--- src/rtl/cell_bist_ctrl.sv ---
// BIST controller for the inv/nand2/nor2/aoi21/oai21 cell set: sweeps all 8 input
// patterns, checks each response against a golden model and compacts it into a MISR.
module cell_bist_ctrl #(
  parameter int unsigned       SETTLE_CYC = 2,
  parameter int unsigned       SIG_W      = 16,
  parameter logic [SIG_W-1:0]  POLY       = SIG_W'(16'h1021),
  parameter logic [SIG_W-1:0]  SEED       = SIG_W'(16'hFFFF)
) (
  input  logic             clk,
  input  logic             rst_n,
  input  logic             start,
  input  logic [SIG_W-1:0] exp_sig,
  output logic [2:0]       pat,
  input  logic [4:0]       resp,
  output logic             busy,
  output logic             done,
  output logic             pass,
  output logic [SIG_W-1:0] sig,
  output logic [3:0]       err_cnt,
  output logic [3:0]       first_fail
);

  typedef enum logic [1:0] {
    IDLE,
    SETTLE,
    CAPTURE,
    CHECK
  } state_t;

  state_t           state_q, state_d;
  logic [3:0]       settle_cnt;
  logic             settle_last;
  logic             a, b, c;
  logic [4:0]       golden;
  logic             mismatch;
  logic [SIG_W-1:0] misr_shift;
  logic [SIG_W-1:0] misr_next;

  assign settle_last = (settle_cnt == 4'(SETTLE_CYC - 1));

  assign {a, b, c} = pat;
  assign golden    = {~(a & (b | c)), ~(a | (b & c)), ~(a | b), ~(a & b), ~a};
  assign mismatch  = (resp != golden);

  assign misr_shift = {sig[SIG_W-2:0], 1'b0} ^ (sig[SIG_W-1] ? POLY : '0);
  assign misr_next  = misr_shift ^ {{(SIG_W-5){1'b0}}, resp};

  assign busy = (state_q != IDLE);
  assign done = (state_q == CHECK);

  always_ff @(posedge clk or negedge rst_n) begin
    if (!rst_n) state_q <= IDLE;
    else        state_q <= state_d;
  end

  always_comb begin
    state_d = state_q;
    unique case (state_q)
      IDLE:    if (start) state_d = SETTLE;
      SETTLE:  if (settle_last) state_d = CAPTURE;
      CAPTURE: state_d = (pat == 3'd7) ? CHECK : SETTLE;
      CHECK:   state_d = IDLE;
      default: state_d = IDLE;
    endcase
  end

  // Results (pass/sig/err_cnt/first_fail) are only touched on an accepted start,
  // in CAPTURE, or in CHECK, so they hold in IDLE between runs.
  always_ff @(posedge clk or negedge rst_n) begin
    if (!rst_n) begin
      pat        <= '0;
      settle_cnt <= '0;
      sig        <= SEED;
      err_cnt    <= '0;
      first_fail <= '0;
      pass       <= 1'b0;
    end else begin
      unique case (state_q)
        IDLE: begin
          pat <= '0;
          if (start) begin
            settle_cnt <= '0;
            sig        <= SEED;
            err_cnt    <= '0;
            first_fail <= '0;
          end
        end
        SETTLE: begin
          settle_cnt <= settle_last ? '0 : settle_cnt + 4'd1;
        end
        CAPTURE: begin
          sig <= misr_next;
          if (mismatch) begin
            if (err_cnt != 4'hF) err_cnt <= err_cnt + 4'd1;
            if (!first_fail[3]) first_fail <= {1'b1, pat};
          end
          if (pat != 3'd7) pat <= pat + 3'd1;
        end
        CHECK: begin
          pass <= (err_cnt == 4'd0) && (sig == exp_sig);
          pat  <= '0;
        end
        default: ;
      endcase
    end
  end

endmodule
--- config.mk ---
export PLATFORM = sky130hd
export DESIGN_NAME = cell_bist_ctrl
export DESIGN_NICKNAME = d
export VERILOG_FILES = /design/src/rtl/cell_bist_ctrl.sv
export SDC_FILE = /design/constraint.sdc
export NUM_CORES = 1
export LEC_CHECK = 0
export BUFFER_PORTS_ARGS = -buffer_cell sky130_fd_sc_hd__buf_2
export CAP_MARGIN = 10
export CORE_AREA = 2 2 67 69
export DETAILED_ROUTE_END_ITERATION = 8
export DIE_AREA = 0 0 69 71
export PLACE_DENSITY = 0.74
export SLEW_MARGIN = 25
export SYNTH_ARGS = -nofsm -noshare
export SYNTH_HDL_FRONTEND = slang
export SYNTH_SLANG_ARGS = --single-unit
--- constraint.sdc ---
create_clock -name clk -period 2.1 [get_ports clk]
set_input_delay 0.315 -clock clk [delete_from_list [all_inputs] [get_ports clk]]
set_output_delay 0.315 -clock clk [all_outputs]
set_load 0.05 [all_outputs]
Word level (Yosys, flattened, before mapping)
Index checks and enable logic that the tools add are counted.

storage, ports and cells
  flip-flop bits (word level) = 34
  input port bits = 24

operators by class
  $add $sub $neg = 3
  equality and inequality tests = 15
  multiplexer cells = 18
  bitwise gates (word level) = 13
  reduce and logical (&&, ||, !) cells = 15

operator list
  kind                 number
  $pmux 16 s2          1
  $pmux 4 s2           3
  $mux 4               5
  $eq 16x16->1         1
  $mux 16              1
  $xor 16x13->16       1
  $xor 16x5->16        1
  $mux 13              1
  $ne 2x2->1 const B   6
  $add 4x1->4 const B  2
  $pmux 2 s4           1
  $reduce_and 2->1     4
  $reduce_and 4->1     2
  $reduce_bool 2->1    4
  $mux 2               3
  $mux 3               2
  $pmux 3 s2           1
  $ne 5x5->1           1
  $not 1->1            5
  $eq 2x2->1 const B   2
  $eq 4x1->1 const B   1
  $logic_not 4->1      1
  $ne 4x4->1 const B   1
  $add 3x1->3 const B  1
  9 further kinds      13

Depth between registers and ports, before layout
  depth after elaboration = 6
  gate-level depth with buffers = 8
  gate-level depth less buffers = 7

Least setup slack after synthesis
Ideal clock, no wire load.

  kind = register to register
  start = register pat[1]
  end = register err_cnt[0]
  arrival = 2,150 ps
  path slack = -137 ps
  cell stages (with the launch flop) = 8
  path buffers = 0
  period minus slack after synthesis = 2,237 ps
  path through = dfrtp_1 > ha_1 > inv_1 > ha_1 > xor2_1 > or3_4 > o211a_1 > a211oi_2

on the way
  cells in the longest elaborated chain, start to end = 6

ends and longest elaborated chain
  element                                           RTL line  text
  from (decl)                                       13        output logic [2:0] pat,
  from (signal assigned)                            97        if (pat != 3'd7) pat <= pat + 3'd1;
  $and 1x1->1 / $or 1x1->1 (equally long branches)  42        assign golden = {~(a & (b | c)), ~(a | (b & c)), ~(a | b), ~(a & b), ~a};
  $or 1x1->1 / $and 1x1->1 (equally long branches)  42
  $not 1->1                                         42
  $ne 5x5->1 *                                      43        assign mismatch = (resp != golden);
  $ne 2x2->1 (no source line) *                     -
  $reduce_and 4->1 (no source line) *               -
  to (signal assigned)                              94        if (err_cnt != 4'hF) err_cnt <= err_cnt + 4'd1;
  to (decl)                                         19        output logic [3:0] err_cnt,

Mark *: on every way between the ends. The rest lies on a longest branch, timed or not.
A chain may end at the register's enable or synchronous reset.

Final worst setup path
Same ends and word-level chain as after synthesis.

==> out/results.txt <==
Initial DRC count = 102
Final Hold Vio Count = 0
CTS sink cnt = 34
Top Family by Delay on Critical Path = flip-flops
Die W = 69 µm
Post-Synth Adder-Cell Area = 7.54%
Fmax = 523 MHz
# DRC = 0
Distinct cell type count after synthesis = 39
Delay of the slowest critical-path stage = 440 ps
Post-synthesis cell count = 197
Root Driver = clkbuf_8
Layout net count = 292
Largest family of logic cells by synthesized area = compound AO/OA/AOI/OAI gates
Worst path slowest cell = dfrtp_2
Synth Area in XOR/XNOR = 11.0%
GPL Wtd Cong = 0.830
Post-CTS Setup Inserts = 0
Outcome = complete, no violations
Starting Density = 47.4%
Startpoint types = flip-flop
Largest net degree at the start of global routing = 35
I/O pin count = 54
Worst-path maximum fanout = 8
WL final = 4.46 mm
H-tree levels = 2
TritonCTS buffer count = 5
Kind of end point of the critical path = flip-flop
Clk_lat worst skew = 290 ps
Hold Buf Count CTS = 0
CTS tree = built
Ys Warns = 0
DP HPWL = 3.34 mm
Die height = 71 µm
Filler cells = 407
Synth Area in Compound Gates = 22.0%
Vias per cell = 5.36
Asr flop ratio synth = 100%
Crit path buf inv count = 1
Multiplexer area fraction after synthesis = 0.565%
CP most frequent cell = ha_1
CTS max path bufs = 2
Max cap viols = 0
Finished Layout Cells = 309
Minimum clock period = 1910 ps
PD cells = 1530 mW/mm²
Synthesized net count = 233
Wirelength per Cell = 14.4 µm
Setup violations, final = 0
CP Data Required Time = 2320 ps
Unrepaired setup endpoints after global routing = false
Placed cell count = 301
Vias in the first global route = 1,568
Max-slew violations = 0
Synth-to-Final Area Change = 22.3%
Gates resized, CTS repair = 0
Reg2Reg Launch Point = pat[1]$_DFFE_PN0P_
EDFF count, synth = 0
Worst IR Drop VDD = 669 µV
Total track usage = 20.0%
First-pass GRT wire length = 7.68 mm
Critical path, cell by cell = ha_1, inv_1, ha_1, xor2_1, or3_4, o211a_1, a211oi_2
Slew @ Worst Pin = 746 ps
ANT nets after route = 0
Global route overflow = 0
Share of layout cells above drive strength 1 = 35.0%
Sequential cell area fraction in the yosys report = 43.7%
# port buffers = 53
First-pass detailed-route iteration total = 4
Worst-path clk slew = 70 ps
Most frequent cells in the layout = buf_2, xor2_1, nand2_1, dfstp_2
Main synth FF type = dfrtp_1
Hold WC Path Type = in2async
Die Area = 0.00490 mm²
Worst Clk Skew = 9.16 ps
Vias = 1,656
Crit path kind = reg2reg
Tcrit/Tclk final = 91.1%
Initial antenna violation count = 0
Synth Area in Simple Gates = 11.2%
Num rows = 24
Placeable Area = 0.00420 mm²
Inserted Diodes = 0
Worst slew margin = 50.3%
Commonest non-fill, non-tap cell in the layout = buf_2
Worst setup path startpoint = pat[1]$_DFFE_PN0P_
Syn Area/Cell = 10.1 µm²
Total negative slack = 0 ps
Synthesized area = 0.00199 mm²
FF+latch count, synth = 34
Leakage = 1.09 nW
CP arrival = 2130 ps
## worst register-to-register path, delay by kind of cell, from the launching register on
kind            cells  cell delay, ps
fa+ha+maj           2             370
buf+inv             1              40
simple gates        1             420
compound gates      2             420
xor+xnor            1             150
flops               1             440
## sequential cells by signal, summed over array words and instances (netlist names)
signal	cells
sig	16
err_cnt	4
pass	1
settle_cnt	4
pat	3
first_fail	4
state_q	2
## final cells by class
class | instances | area, µm² | share of cell area (%)
Clock buffer | 6 | 82.6 | 3.39
Multi-Input combinational cell | 142 | 1040 | 42.8
Tap cell | 52 | 65.1 | 2.67
Clock inverter | 2 | 12.5 | 0.514
Inverter | 15 | 56.3 | 2.31
Sequential cell | 34 | 875 | 35.9
Timing Repair Buffer | 58 | 303 | 12.4
## synthesized netlist by cell type (all sizes together), types with 2 or more instances
library cell,number,share of area [%]
dfstp,16,21
o31ai,4,1.5
nor2,6,1.1
nand2b,3,0.94
a211oi,3,1.4
clkbuf,6,1.1
a31oi,2,0.63
a21o,2,0.75
o21ai,11,2.8
o22a,15,6.6
nand3,6,1.5
xor2,20,8.8
o22ai,5,1.6
nand2,16,3.0
nor4,4,1.3
a21oi,6,1.5
nor2b,3,0.94
dfrtp,18,23
or2,2,0.63
xnor2,5,2.2
o211a,4,2.0
ha,12,7.5
inv,15,2.8
## power breakdown
group / switching, mW / total, mW / internal [mW] / leakage, nW
Combinational: 1.35 / 2.00 / 0.647 / 0.638
Sequential: 0.257 / 1.21 / 0.951 / 0.406
Clock: 0.244 / 0.508 / 0.263 / 0.0472
## cell families (layout without fill, tap and decap cells)
logic type,count (synthesis),count (layout)
fa+ha+maj,12,12
buf+inv,21,81
simple gates,45,45
compound gates,59,59
xor+xnor,25,25
mux,1,1
flops,34,34
## layer usage
metal	up-vias	GRT usage [%]	share of wire (%)
met4	0	7.84	1.8
met1	794	26.8	46
met2	34	30.8	47
li1	821	-	-
met3	7	5.84	4.7
met5	-	0	0
## final timing paths
kind,to,slack [ps],cells past startpoint
max,err_cnt[0]$_DFFE_PN0P_,190,7
max in group asynchronous,pat[2]$_DFFE_PN0P_,1490,1
min,pass$_DFFE_PN0P_,90,1
min reg2reg,settle_cnt[3]$_DFFE_PN0P_,490,1
min in group clk,pass$_DFFE_PN0P_,330,4
max reg2reg,err_cnt[0]$_DFFE_PN0P_,190,7
## metrics by stage
step	util (%)	setup WS, ps	hold WS [ps]	instance area [µm²]	total power [mW]
finish	57.9	187	86.7	2440	3.72
global route	57.9	72.7	138	2440	4.00
CTS	57.9	186	106	2440	3.75
detailed placement	55.7	200	425	2340	3.23
global placement	55.7	228	425	2340	3.20
floorplan	-	60.9	19.4	2000	2.71
No activity file was read; power rests on OpenSTA's default activity.
